[src/rtl/bit_serializer.sv]
// Parallel-to-serial stage feeding the 110 sequence detector.
// Accepts WIDTH-bit words via valid/ready and emits one bit per clock.
module bit_serializer #(
    parameter int WIDTH     = 8,
    parameter bit MSB_FIRST = 1'b1
) (
    input  logic             clk,
    input  logic             rst,
    input  logic             load_valid,
    output logic             load_ready,
    input  logic [WIDTH-1:0] load_data,
    output logic             ser_out,
    output logic             ser_valid,
    output logic             ser_last,
    output logic             busy
);

    localparam int CW = $clog2(WIDTH) + 1;

    typedef enum logic {
        IDLE  = 1'b0,
        SHIFT = 1'b1
    } state_t;

    state_t           r_state;
    state_t           w_next_state;
    logic [WIDTH-1:0] r_shift;
    logic [CW-1:0]    r_count;
    logic             w_shifting;
    logic             w_last;
    logic             w_accept;
    logic             w_head;

    assign w_shifting = (r_state == SHIFT);
    assign w_last     = w_shifting && (r_count == '0);
    assign load_ready = (r_state == IDLE) || w_last;
    assign w_accept   = load_valid && load_ready;
    assign w_head     = MSB_FIRST ? r_shift[WIDTH-1] : r_shift[0];

    assign ser_out    = w_shifting ? w_head : 1'b0;
    assign ser_valid  = w_shifting;
    assign ser_last   = w_last;
    assign busy       = w_shifting;

    // State register; reset aborts any word in flight
    always_ff @(posedge clk or negedge rst) begin
        if (!rst) begin
            r_state <= IDLE;
        end else begin
            r_state <= w_next_state;
        end
    end

    // Next-state: stay in SHIFT across back-to-back words
    always_comb begin
        w_next_state = r_state;
        unique case (r_state)
            IDLE: begin
                if (w_accept) begin
                    w_next_state = SHIFT;
                end
            end
            SHIFT: begin
                if (w_last && !w_accept) begin
                    w_next_state = IDLE;
                end
            end
            default: w_next_state = IDLE;
        endcase
    end

    // Shift register: load on accept, zero-fill shift while shifting
    always_ff @(posedge clk or negedge rst) begin
        if (!rst) begin
            r_shift <= '0;
        end else if (w_accept) begin
            r_shift <= load_data;
        end else if (w_shifting) begin
            if (MSB_FIRST) begin
                r_shift <= r_shift << 1;
            end else begin
                r_shift <= r_shift >> 1;
            end
        end
    end

    // Bit counter: reload on accept, count down and hold at zero
    always_ff @(posedge clk or negedge rst) begin
        if (!rst) begin
            r_count <= '0;
        end else if (w_accept) begin
            r_count <= CW'(WIDTH - 1);
        end else if (w_shifting && (r_count != '0)) begin
            r_count <= r_count - 1'b1;
        end
    end

endmodule
[config.mk]
export PLATFORM = sky130hd
export DESIGN_NAME = bit_serializer
export DESIGN_NICKNAME = d
export VERILOG_FILES = /design/src/rtl/bit_serializer.sv
export SDC_FILE = /design/constraint.sdc
export NUM_CORES = 1
export LEC_CHECK = 0
export BUFFER_PORTS_ARGS = -buffer_cell sky130_fd_sc_hd__buf_2
export CAP_MARGIN = 10
export CORE_MARGIN = 4
export CORE_UTILIZATION = 40
export CTS_BUF_LIST = sky130_fd_sc_hd__clkbuf_4 sky130_fd_sc_hd__clkbuf_8 sky130_fd_sc_hd__clkbuf_16
export CTS_CLUSTER_DIAMETER = 120
export CTS_CLUSTER_SIZE = 16
export DETAILED_ROUTE_END_ITERATION = 7
export PLACE_DENSITY = 0.7
export REMOVE_ABC_BUFFERS = 1
export SLEW_MARGIN = 25
export SYNTH_ARGS = -nofsm -noshare
export SYNTH_HDL_FRONTEND = slang
export SYNTH_SLANG_ARGS = --single-unit
export TNS_END_PERCENT = 1
[constraint.sdc]
create_clock -name clk -period 3.8 [get_ports clk]
set_input_delay 0.76 -clock clk [delete_from_list [all_inputs] [get_ports clk]]
set_output_delay 0.76 -clock clk [all_outputs]
set_load 0.005 [all_outputs]
==> run_summary.xml, run 1 <==
<?xml version="1.0" encoding="UTF-8"?>
<metrics>
  <group name="clocking">
    <metric name="cts_tree" unit="">done</metric>
    <metric name="cts_num_sinks" unit="">13</metric>
    <metric name="clkLatencyLatePin" unit="ns">0.28</metric>
    <metric name="tritoncts.num_buffers" unit="">3</metric>
    <metric name="cts.repair.resized" unit="">0</metric>
    <metric name="cts_max_path_buffers" unit="">2</metric>
    <metric name="htree_num_levels" unit="">1</metric>
    <metric name="setup_fix_buffers_added_after_clock_tree_synthesis" unit="">0</metric>
    <metric name="path_clk_slew" unit="ns">0.08</metric>
    <metric name="cts_root_buf" unit="">sky130_fd_sc_hd__clkbuf_4</metric>
    <metric name="post_cts_hold_buffer_count" unit="">0</metric>
  </group>
  <group name="outcome">
    <metric name="run_status" unit="">finished, final reports clean</metric>
  </group>
  <group name="yosys">
    <metric name="post_synth_design_cell_area" unit="um2">749</metric>
    <metric name="synth.avg_cell_area" unit="um2">11.5</metric>
    <metric name="syn-instance-count" unit="">65</metric>
    <metric name="postSynth.topFlopCell" unit="">sky130_fd_sc_hd__dfrtp_1</metric>
    <metric name="yosysUniqueCellTypes" unit="">29</metric>
    <metric name="ys_async_sr_fraction" unit="%">100</metric>
    <metric name="yosysWarnings" unit="">0</metric>
    <metric name="number_of_synthesized_flops_with_an_enable_pin" unit="">0</metric>
    <metric name="synth_top_cell_area_share" unit="%">43.4</metric>
    <metric name="synth.yosys.seq_area_share" unit="%">43.4</metric>
    <metric name="synth.top_cells.by_area" unit="">sky130_fd_sc_hd__dfrtp_1 43%, sky130_fd_sc_hd__a211o_1 8.2%, sky130_fd_sc_hd__o221a_2 7.5%, sky130_fd_sc_hd__nor2b_1 5.0%, sky130_fd_sc_hd__o221a_1 3.0%</metric>
    <metric name="post-synth-top-area-cell" unit="">sky130_fd_sc_hd__dfrtp_1</metric>
    <metric name="flip_flop_and_latch_count_after_synthesis" unit="">13</metric>
  </group>
  <group name="sta">
    <metric name="tightestPinTransition" unit="ns">0.660</metric>
    <metric name="finalSetupViolCount" unit="">0</metric>
    <metric name="hold_viol_final" unit="">0</metric>
    <metric name="final_period_minus_worst_setup_slack" unit="ns">2.40</metric>
    <metric name="count_of_final_max_slew_check_failures" unit="">0</metric>
    <metric name="fin_worst_skew" unit="ns">0.00401</metric>
    <metric name="timing.slew.headroom" unit="%">56.0</metric>
    <metric name="unrepaired_setup_endpoints_after_global_routing" unit="">no</metric>
    <metric name="maxClockFrequency" unit="GHz">0.417</metric>
    <metric name="finalSetupTns" unit="ns">0</metric>
    <metric name="timing.final.crit_share" unit="%">63.1</metric>
  </group>
  <group name="worst_setup_path">
    <metric name="timing.critical_path.slowest_stage_cell" unit="">sky130_fd_sc_hd__dfrtp_1</metric>
    <metric name="worst-path-max-fanout" unit="">13</metric>
    <metric name="cp-start-kind" unit="">register</metric>
    <metric name="timing.critical_path.cells" unit="">inv_1, ha_1, nor3b_4, nand2b_4, buf_2</metric>
    <metric name="setup.worst_path.end_class" unit="">output port</metric>
    <metric name="r2r-start" unit="">busy</metric>
    <metric name="worst_path_largest_cell_delay" unit="ns">0.40</metric>
    <metric name="timing.critical_path.required" unit="ns">3.04</metric>
    <metric name="worst_setup_path_startpoint" unit="">r_count[0]</metric>
    <metric name="worst_ep_arrival_time" unit="ns">1.64</metric>
    <metric name="timing.setup.critical_path_class" unit="">reg -&gt; out</metric>
  </group>
  <group name="drt">
    <metric name="wire_per_inst" unit="um">12.9</metric>
    <metric name="count_of_antenna_violating_nets_left_after_detailed_routing" unit="">0</metric>
    <metric name="detail_route.wirelength" unit="um">1340</metric>
    <metric name="first_pass_iters" unit="">4</metric>
    <metric name="post-route-drc-count" unit="">0</metric>
    <metric name="via_count" unit="">546</metric>
    <metric name="detail_route.vias_per_cell" unit="">5.25</metric>
    <metric name="drtIter0Drc" unit="">13</metric>
  </group>
  <group name="placement">
    <metric name="dp_cells" unit="">100</metric>
    <metric name="dpl.hpwl" unit="um">954</metric>
    <metric name="gp_routability_congestion" unit="">0.716</metric>
    <metric name="io_buffer_count" unit="">15</metric>
  </group>
  <group name="global_route">
    <metric name="grt_pass1_wl" unit="um">2150</metric>
    <metric name="globalRoute.totalOverflow" unit="">0</metric>
    <metric name="maximum_number_of_pins_on_one_net_before_global_route_repair" unit="">24</metric>
    <metric name="initial_antenna_violation_count" unit="">0</metric>
    <metric name="gr-usage-all-layers" unit="%">11.1</metric>
    <metric name="grt_pass1_vias" unit="">488</metric>
  </group>
  <group name="pwr">
    <metric name="vdd.ir_drop.worst" unit="mV">0.319</metric>
    <metric name="power.density_cell_area" unit="nW/um2">686</metric>
    <metric name="report.power.total" unit="W">0.000577</metric>
    <metric name="p_leak" unit="nW">0.402</metric>
  </group>
  <group name="floorplan">
    <metric name="die-width" unit="um">51.3</metric>
    <metric name="dieHeight" unit="um">51.3</metric>
    <metric name="fp.dieArea" unit="um2">2630</metric>
    <metric name="num_rows" unit="">15</metric>
    <metric name="io_pins" unit="">16</metric>
    <metric name="floorplan.initialDensity" unit="%">42.9</metric>
    <metric name="core_area" unit="um2">1750</metric>
  </group>
  <group name="finish">
    <metric name="drive_above_1_share" unit="%">36.7</metric>
    <metric name="n_antenna_cell" unit="">0</metric>
    <metric name="finish.cell_count_without_fillers" unit="">104</metric>
    <metric name="num-nets-final" unit="">92</metric>
    <metric name="fillCellCount" unit="">181</metric>
    <metric name="areaGrowthSynthToFinish" unit="%">12.2</metric>
  </group>
  <group name="hold_path">
    <metric name="holdCritPathClass" unit="">in -&gt; async</metric>
  </group>
  <group name="run">
    <metric name="max_cap_viols" unit="">0</metric>
  </group>
</metrics>
==> metrics by stage <==
stage               hold WS (ns)  cell area [um2]  setup slack, ns  utilization, %
finish                     0.358              841             1.40            48.2
global route               0.361              841             1.27            48.2
CTS                        0.356              841             1.37            48.2
detailed placement         0.560              811             1.69            46.5
global placement           0.548              811             1.74            46.5
floorplan                  0.464              704             1.95               -
==> state kept, by name, indices dropped and copies added (netlist names) <==
signal / cells
r_count: 4
r_shift: 8
busy: 1
==> Yosys cell counts, types with 2 or more instances <==
cell type,count
sky130_fd_sc_hd__o221a_2,5
sky130_fd_sc_hd__o221a_1,2
sky130_fd_sc_hd__buf_4,2
sky130_fd_sc_hd__nor2b_1,6
sky130_fd_sc_hd__and2_1,2
sky130_fd_sc_hd__nor2_1,2
sky130_fd_sc_hd__dfrtp_1,13
sky130_fd_sc_hd__buf_2,2
sky130_fd_sc_hd__nand2b_1,2
sky130_fd_sc_hd__inv_1,3
sky130_fd_sc_hd__a211o_1,7
sky130_fd_sc_hd__nor3_1,2
==> logic make-up after synthesis <==
| group | count (synthesis) | synth area share [%] |
|---|---|---|
| AOI/OAI and AO/OA | 21 | 26.2 |
| and+or+nand+nor | 21 | 19.9 |
| adders and majority gates | 1 | 1.67 |
| buffers and inverters | 8 | 7.51 |
| muxes | 1 | 1.34 |
| DFF | 13 | 43.4 |
==> worst max-delay path, delay by kind of cell (launching register included) <==
| kind | cells | cell delay [ns] |
|---|---|---|
| fa+ha+maj | 1 | 0.18 |
| buf+inv | 2 | 0.23 |
| flops | 1 | 0.40 |
| simple gates | 2 | 0.57 |
==> path summary, 6_finish.rpt <==
kind                                    to  slack, ns  cells past startpoint
worst min register to register  r_count[1]       0.57                      2
worst min-delay path            r_shift[4]       0.36                      1
max in group asynchronous       r_count[1]       3.21                      1
worst max register to register  r_shift[1]       2.20                      3
min in group clk                r_count[1]       0.57                      2
worst max-delay path            load_ready       1.40                      5
==> cell usage in the layout, fill, tap and decap left out <==
cell,netlist,layout
sky130_fd_sc_hd__nand2b_1,2,2
sky130_fd_sc_hd__or2b_1,1,1
sky130_fd_sc_hd__nor2_1,2,2
sky130_fd_sc_hd__o21ai_4,1,1
sky130_fd_sc_hd__nor3b_4,1,1
sky130_fd_sc_hd__and2_2,1,1
sky130_fd_sc_hd__ha_1,1,1
sky130_fd_sc_hd__o221a_2,5,5
sky130_fd_sc_hd__and2_1,2,2
sky130_fd_sc_hd__a31oi_1,1,1
sky130_fd_sc_hd__mux2i_1,1,1
sky130_fd_sc_hd__and2b_1,1,1
sky130_fd_sc_hd__nor2b_1,6,6
sky130_fd_sc_hd__o21ai_0,1,1
sky130_fd_sc_hd__a211o_1,7,7
sky130_fd_sc_hd__nor3_1,2,2
sky130_fd_sc_hd__nor3b_1,1,1
sky130_fd_sc_hd__or3_1,1,1
sky130_fd_sc_hd__a21oi_1,1,1
sky130_fd_sc_hd__o31ai_1,1,1
sky130_fd_sc_hd__buf_2,2,15
sky130_fd_sc_hd__dfrtp_1,13,13
sky130_fd_sc_hd__inv_1,3,3
sky130_fd_sc_hd__clkbuf_4,0,4
sky130_fd_sc_hd__a31o_2,1,1
sky130_fd_sc_hd__o211ai_1,1,1
sky130_fd_sc_hd__o221a_1,2,2
sky130_fd_sc_hd__nand2b_4,1,1
==> report_power, final <==
part	internal [W]	leakage, nW	switching [W]	total [W]
registers	0.000193	0.164	0.0000618	0.000255
logic	0.000133	0.220	0.0000971	0.000230
clock network	0.0000479	0.0184	0.0000440	0.0000918
==> cell type report <==
cell class	count	area [um2]	area share [%]
sequential	13	325	38.7
clock buffer	4	30.0	3.57
tap	25	31.3	3.72
inverter	3	11.3	1.34
multi-input combinational	44	368	43.8
timing repair buffer	15	75.1	8.93
==> layer usage <==
layer / share of wire (%) / global-route usage, % / up-vias
met1: 47 / 13.5 / 261
met2: 48 / 17.6 / 11
met5: 0 / 0 / -
met4: 0 / 3.93 / 0
li1: - / - / 274
met3: 4.7 / 4.37 / 0
Power figures use the tool's default switching activity.
==> inputs of run 2 (changes only) <==
--- a/config.mk
+++ b/config.mk
@@ -5,6 +5,7 @@
 export SDC_FILE = /design/constraint.sdc
 export NUM_CORES = 1
 export LEC_CHECK = 0
+export ABC_AREA = 1
 export BUFFER_PORTS_ARGS = -buffer_cell sky130_fd_sc_hd__buf_2
 export CAP_MARGIN = 10
 export CORE_MARGIN = 4
@@ -13,7 +14,7 @@
 export CTS_CLUSTER_DIAMETER = 120
 export CTS_CLUSTER_SIZE = 16
 export DETAILED_ROUTE_END_ITERATION = 7
-export PLACE_DENSITY = 0.7
+export PLACE_DENSITY = 0.71
 export REMOVE_ABC_BUFFERS = 1
 export SLEW_MARGIN = 25
 export SYNTH_ARGS = -nofsm -noshare
==> constraint.sdc (replaced) <==
create_clock -name clk -period 2.2 [get_ports clk]
set_input_delay 0.44 -clock clk [delete_from_list [all_inputs] [get_ports clk]]
set_output_delay 0.44 -clock clk [all_outputs]
set_load 0.005 [all_outputs]
==> run_summary.xml, run 2 <==
<?xml version="1.0" encoding="UTF-8"?>
<metrics>
  <group name="drt">
    <metric name="detail_route.vias_per_cell" unit="">4.61</metric>
    <metric name="wire_per_inst" unit="um">9.68</metric>
    <metric name="detail_route.wirelength" unit="um">1380</metric>
    <metric name="first_pass_iters" unit="">5</metric>
    <metric name="via_count" unit="">655</metric>
    <metric name="drtIter0Drc" unit="">7</metric>
    <metric name="count_of_antenna_violating_nets_left_after_detailed_routing" unit="">0</metric>
    <metric name="post-route-drc-count" unit="">0</metric>
  </group>
  <group name="finish">
    <metric name="n_antenna_cell" unit="">0</metric>
    <metric name="drive_above_1_share" unit="%">34.8</metric>
    <metric name="largest_register_ffs" unit="">8</metric>
    <metric name="num-nets-final" unit="">128</metric>
    <metric name="most-common-layout-cells" unit="">26 x sky130_fd_sc_hd__nand2_1, 15 x sky130_fd_sc_hd__inv_1, 15 x sky130_fd_sc_hd__buf_2, 14 x sky130_fd_sc_hd__nand3_2, 13 x sky130_fd_sc_hd__dfrtp_1</metric>
    <metric name="mostFrequentLayoutCell" unit="">sky130_fd_sc_hd__nand2_1</metric>
    <metric name="post-route-cell-area" unit="um2">908</metric>
    <metric name="max_flop_register" unit="">r_shift</metric>
    <metric name="areaGrowthSynthToFinish" unit="%">10.5</metric>
  </group>
  <group name="floorplan">
    <metric name="dieHeight" unit="um">53.3</metric>
    <metric name="core_area" unit="um2">1960</metric>
    <metric name="num_rows" unit="">16</metric>
    <metric name="die-width" unit="um">53.3</metric>
    <metric name="floorplan.initialDensity" unit="%">41.9</metric>
    <metric name="fp.dieArea" unit="um2">2840</metric>
    <metric name="io_pins" unit="">16</metric>
  </group>
  <group name="pwr">
    <metric name="report.power.total" unit="W">0.00100</metric>
    <metric name="power.switching" unit="W">0.000416</metric>
    <metric name="seq_power_share" unit="%">41.1</metric>
    <metric name="internal_power" unit="W">0.000588</metric>
    <metric name="vdd.ir_drop.worst" unit="mV">0.394</metric>
    <metric name="power.switching_fraction" unit="%">41.4</metric>
    <metric name="combinational_power_share" unit="%">42.3</metric>
    <metric name="p_leak" unit="nW">0.503</metric>
    <metric name="power.density_cell_area" unit="nW/um2">1110</metric>
    <metric name="share_clk_of_total_power" unit="%">16.6</metric>
  </group>
  <group name="sta">
    <metric name="count_of_final_max_slew_check_failures" unit="">0</metric>
    <metric name="hold_viol_final" unit="">0</metric>
    <metric name="fin_worst_skew" unit="ns">0.00291</metric>
    <metric name="finalSetupTns" unit="ns">0</metric>
    <metric name="timing.final.crit_share" unit="%">85.0</metric>
    <metric name="maxClockFrequency" unit="GHz">0.535</metric>
    <metric name="unrepaired_setup_endpoints_after_global_routing" unit="">no</metric>
    <metric name="final_period_minus_worst_setup_slack" unit="ns">1.87</metric>
    <metric name="worst_slack" unit="ns">0.331</metric>
    <metric name="hold_ws" unit="ns">0.0322</metric>
    <metric name="timing.slew.headroom" unit="%">71.3</metric>
    <metric name="finalSetupViolCount" unit="">0</metric>
    <metric name="tightestPinTransition" unit="ns">0.431</metric>
  </group>
  <group name="yosys">
    <metric name="synth_top_cell_area_share" unit="%">39.6</metric>
    <metric name="synth.avg_cell_area" unit="um2">8.14</metric>
    <metric name="number_of_synthesized_flops_with_an_enable_pin" unit="">0</metric>
    <metric name="synth.top_cells.by_area" unit="">sky130_fd_sc_hd__dfrtp_1 40%, sky130_fd_sc_hd__nand3_2 17%, sky130_fd_sc_hd__nand2_1 12%, sky130_fd_sc_hd__inv_1 6.8%, sky130_fd_sc_hd__nor2_1 5.0%</metric>
    <metric name="ys_async_sr_fraction" unit="%">100</metric>
    <metric name="yosysUniqueCellTypes" unit="">18</metric>
    <metric name="post-synth-top-area-cell" unit="">sky130_fd_sc_hd__dfrtp_1</metric>
    <metric name="synth.most_common_cell" unit="">sky130_fd_sc_hd__nand2_1</metric>
    <metric name="synth.yosys.seq_area_share" unit="%">39.6</metric>
    <metric name="cell_types_with_the_highest_counts_after_synthesis" unit="">26 x sky130_fd_sc_hd__nand2_1, 15 x sky130_fd_sc_hd__inv_1, 14 x sky130_fd_sc_hd__nand3_2, 13 x sky130_fd_sc_hd__dfrtp_1, 11 x sky130_fd_sc_hd__nor2_1</metric>
    <metric name="post_synth_design_cell_area" unit="um2">822</metric>
    <metric name="flip_flop_and_latch_count_after_synthesis" unit="">13</metric>
    <metric name="yosysWarnings" unit="">0</metric>
    <metric name="postSynth.topFlopCell" unit="">sky130_fd_sc_hd__dfrtp_1</metric>
    <metric name="syn-instance-count" unit="">101</metric>
  </group>
  <group name="clocking">
    <metric name="cts.repair.resized" unit="">0</metric>
    <metric name="cts_num_sinks" unit="">13</metric>
    <metric name="cts_max_path_buffers" unit="">2</metric>
    <metric name="tritoncts.num_buffers" unit="">3</metric>
    <metric name="cts_tree" unit="">done</metric>
    <metric name="setup_fix_buffers_added_after_clock_tree_synthesis" unit="">0</metric>
    <metric name="htree_num_levels" unit="">1</metric>
    <metric name="post_cts_hold_buffer_count" unit="">0</metric>
    <metric name="path_clk_slew" unit="ns">0.09</metric>
    <metric name="clkLatencyLatePin" unit="ns">0.28</metric>
    <metric name="cts_root_buf" unit="">sky130_fd_sc_hd__clkbuf_4</metric>
  </group>
  <group name="worst_setup_path">
    <metric name="setup.worst_path.end_class" unit="">output port</metric>
    <metric name="worst_ep_arrival_time" unit="ns">1.43</metric>
    <metric name="timing.critical_path.required" unit="ns">1.76</metric>
    <metric name="worstRegToRegCells" unit="">7</metric>
    <metric name="worst-path-max-fanout" unit="">13</metric>
    <metric name="r2r_end" unit="">r_shift[1]</metric>
    <metric name="reg2reg_slack" unit="ns">0.79</metric>
    <metric name="worst_setup_path_startpoint" unit="">r_count[0]</metric>
    <metric name="cp-start-kind" unit="">register</metric>
    <metric name="timing.setup.critical_path_class" unit="">reg -&gt; out</metric>
    <metric name="r2r-start" unit="">r_count[0]</metric>
  </group>
  <group name="outcome">
    <metric name="run_status" unit="">finished, final reports clean</metric>
  </group>
  <group name="placement">
    <metric name="dpl.hpwl" unit="um">1050</metric>
    <metric name="io_buffer_count" unit="">15</metric>
    <metric name="post_place_worst_slack" unit="ns">0.648</metric>
    <metric name="gp_routability_congestion" unit="">0.887</metric>
    <metric name="postPlaceCellArea" unit="um2">878</metric>
  </group>
  <group name="global_route">
    <metric name="gr-usage-all-layers" unit="%">11.7</metric>
    <metric name="initial_antenna_violation_count" unit="">0</metric>
    <metric name="maximum_number_of_pins_on_one_net_before_global_route_repair" unit="">16</metric>
    <metric name="grt_pass1_wl" unit="um">2380</metric>
    <metric name="grt_pass1_vias" unit="">536</metric>
    <metric name="globalRoute.totalOverflow" unit="">0</metric>
  </group>
  <group name="hold_path">
    <metric name="holdCritPathClass" unit="">in -&gt; async</metric>
  </group>
  <group name="run">
    <metric name="max_cap_viols" unit="">0</metric>
  </group>
</metrics>
## run 2: through the flow
| stage | cells | util (%) |
|---|---|---|
| 2_1_floorplan | 96 | - |
| 6_report | 142 | 46.3 |
| 3_3_place_gp | 138 | 44.8 |
| 3_5_place_dp | 138 | 44.8 |
| 5_1_grt | 142 | 46.3 |
| 4_1_cts | 142 | 46.3 |
## run 2: power by group through the flow
stage | registers [W] | clock network, W | logic [W]
after global routing | 0.000429 | 0.000182 | 0.000492
after CTS | 0.000411 | 0.000171 | 0.000433
final | 0.000413 | 0.000167 | 0.000424
after floorplan | 0.000403 | 0 | 0.000328
after global placement | 0.000414 | 0 | 0.000421
after detailed placement | 0.000417 | 0 | 0.000432
## run 2: worst max-delay path, cell delays in order, from the launching register on
cell and delay (ns):
sky130_fd_sc_hd__dfrtp_1 0.39, sky130_fd_sc_hd__inv_1 0.07, sky130_fd_sc_hd__ha_1 0.23, sky130_fd_sc_hd__nand2_2 0.13
sky130_fd_sc_hd__nand2_4 0.14, sky130_fd_sc_hd__buf_2 0.18
## run 2: area by class of cell
type,instances,area (um2)
flip-flops and latches,13,325
multi-input cells,66,380
well taps,27,33.8
inverters,17,63.8
repair buffers,15,75.1
fillers,217,1050
clock buffers,4,30.0
## run 2: worst max-delay path by stage
stage                             to  slack [ns]  cells after the start
after floorplan           load_ready        0.88                      4
after global placement    load_ready        0.70                      5
after detailed placement  load_ready        0.65                      5
after CTS                 load_ready        0.33                      5
after global routing      load_ready        0.22                      5
final                     load_ready        0.33                      5
## run 2: logic make-up (layout without fill, tap and decap cells)
kind of cell / Yosys count / in the layout / synth area share (%)
AND/OR/NAND/NOR: 63 / 63 / 43.5
buffers and inverters: 22 / 36 / 14.2
AO/OA/AOI/OAI: 2 / 2 / 1.22
adder cells (fa/ha/maj): 1 / 1 / 1.52
flip-flops: 13 / 13 / 39.6
## run 2: per-layer routing
layer  up-vias  wire [um]  global-route usage, %
met1       294        632                   16.0
li1        337          -                      -
met4         0         38                   6.38
met2        20        626                   16.7
met3         4         77                   2.54
met5         -          0                      0
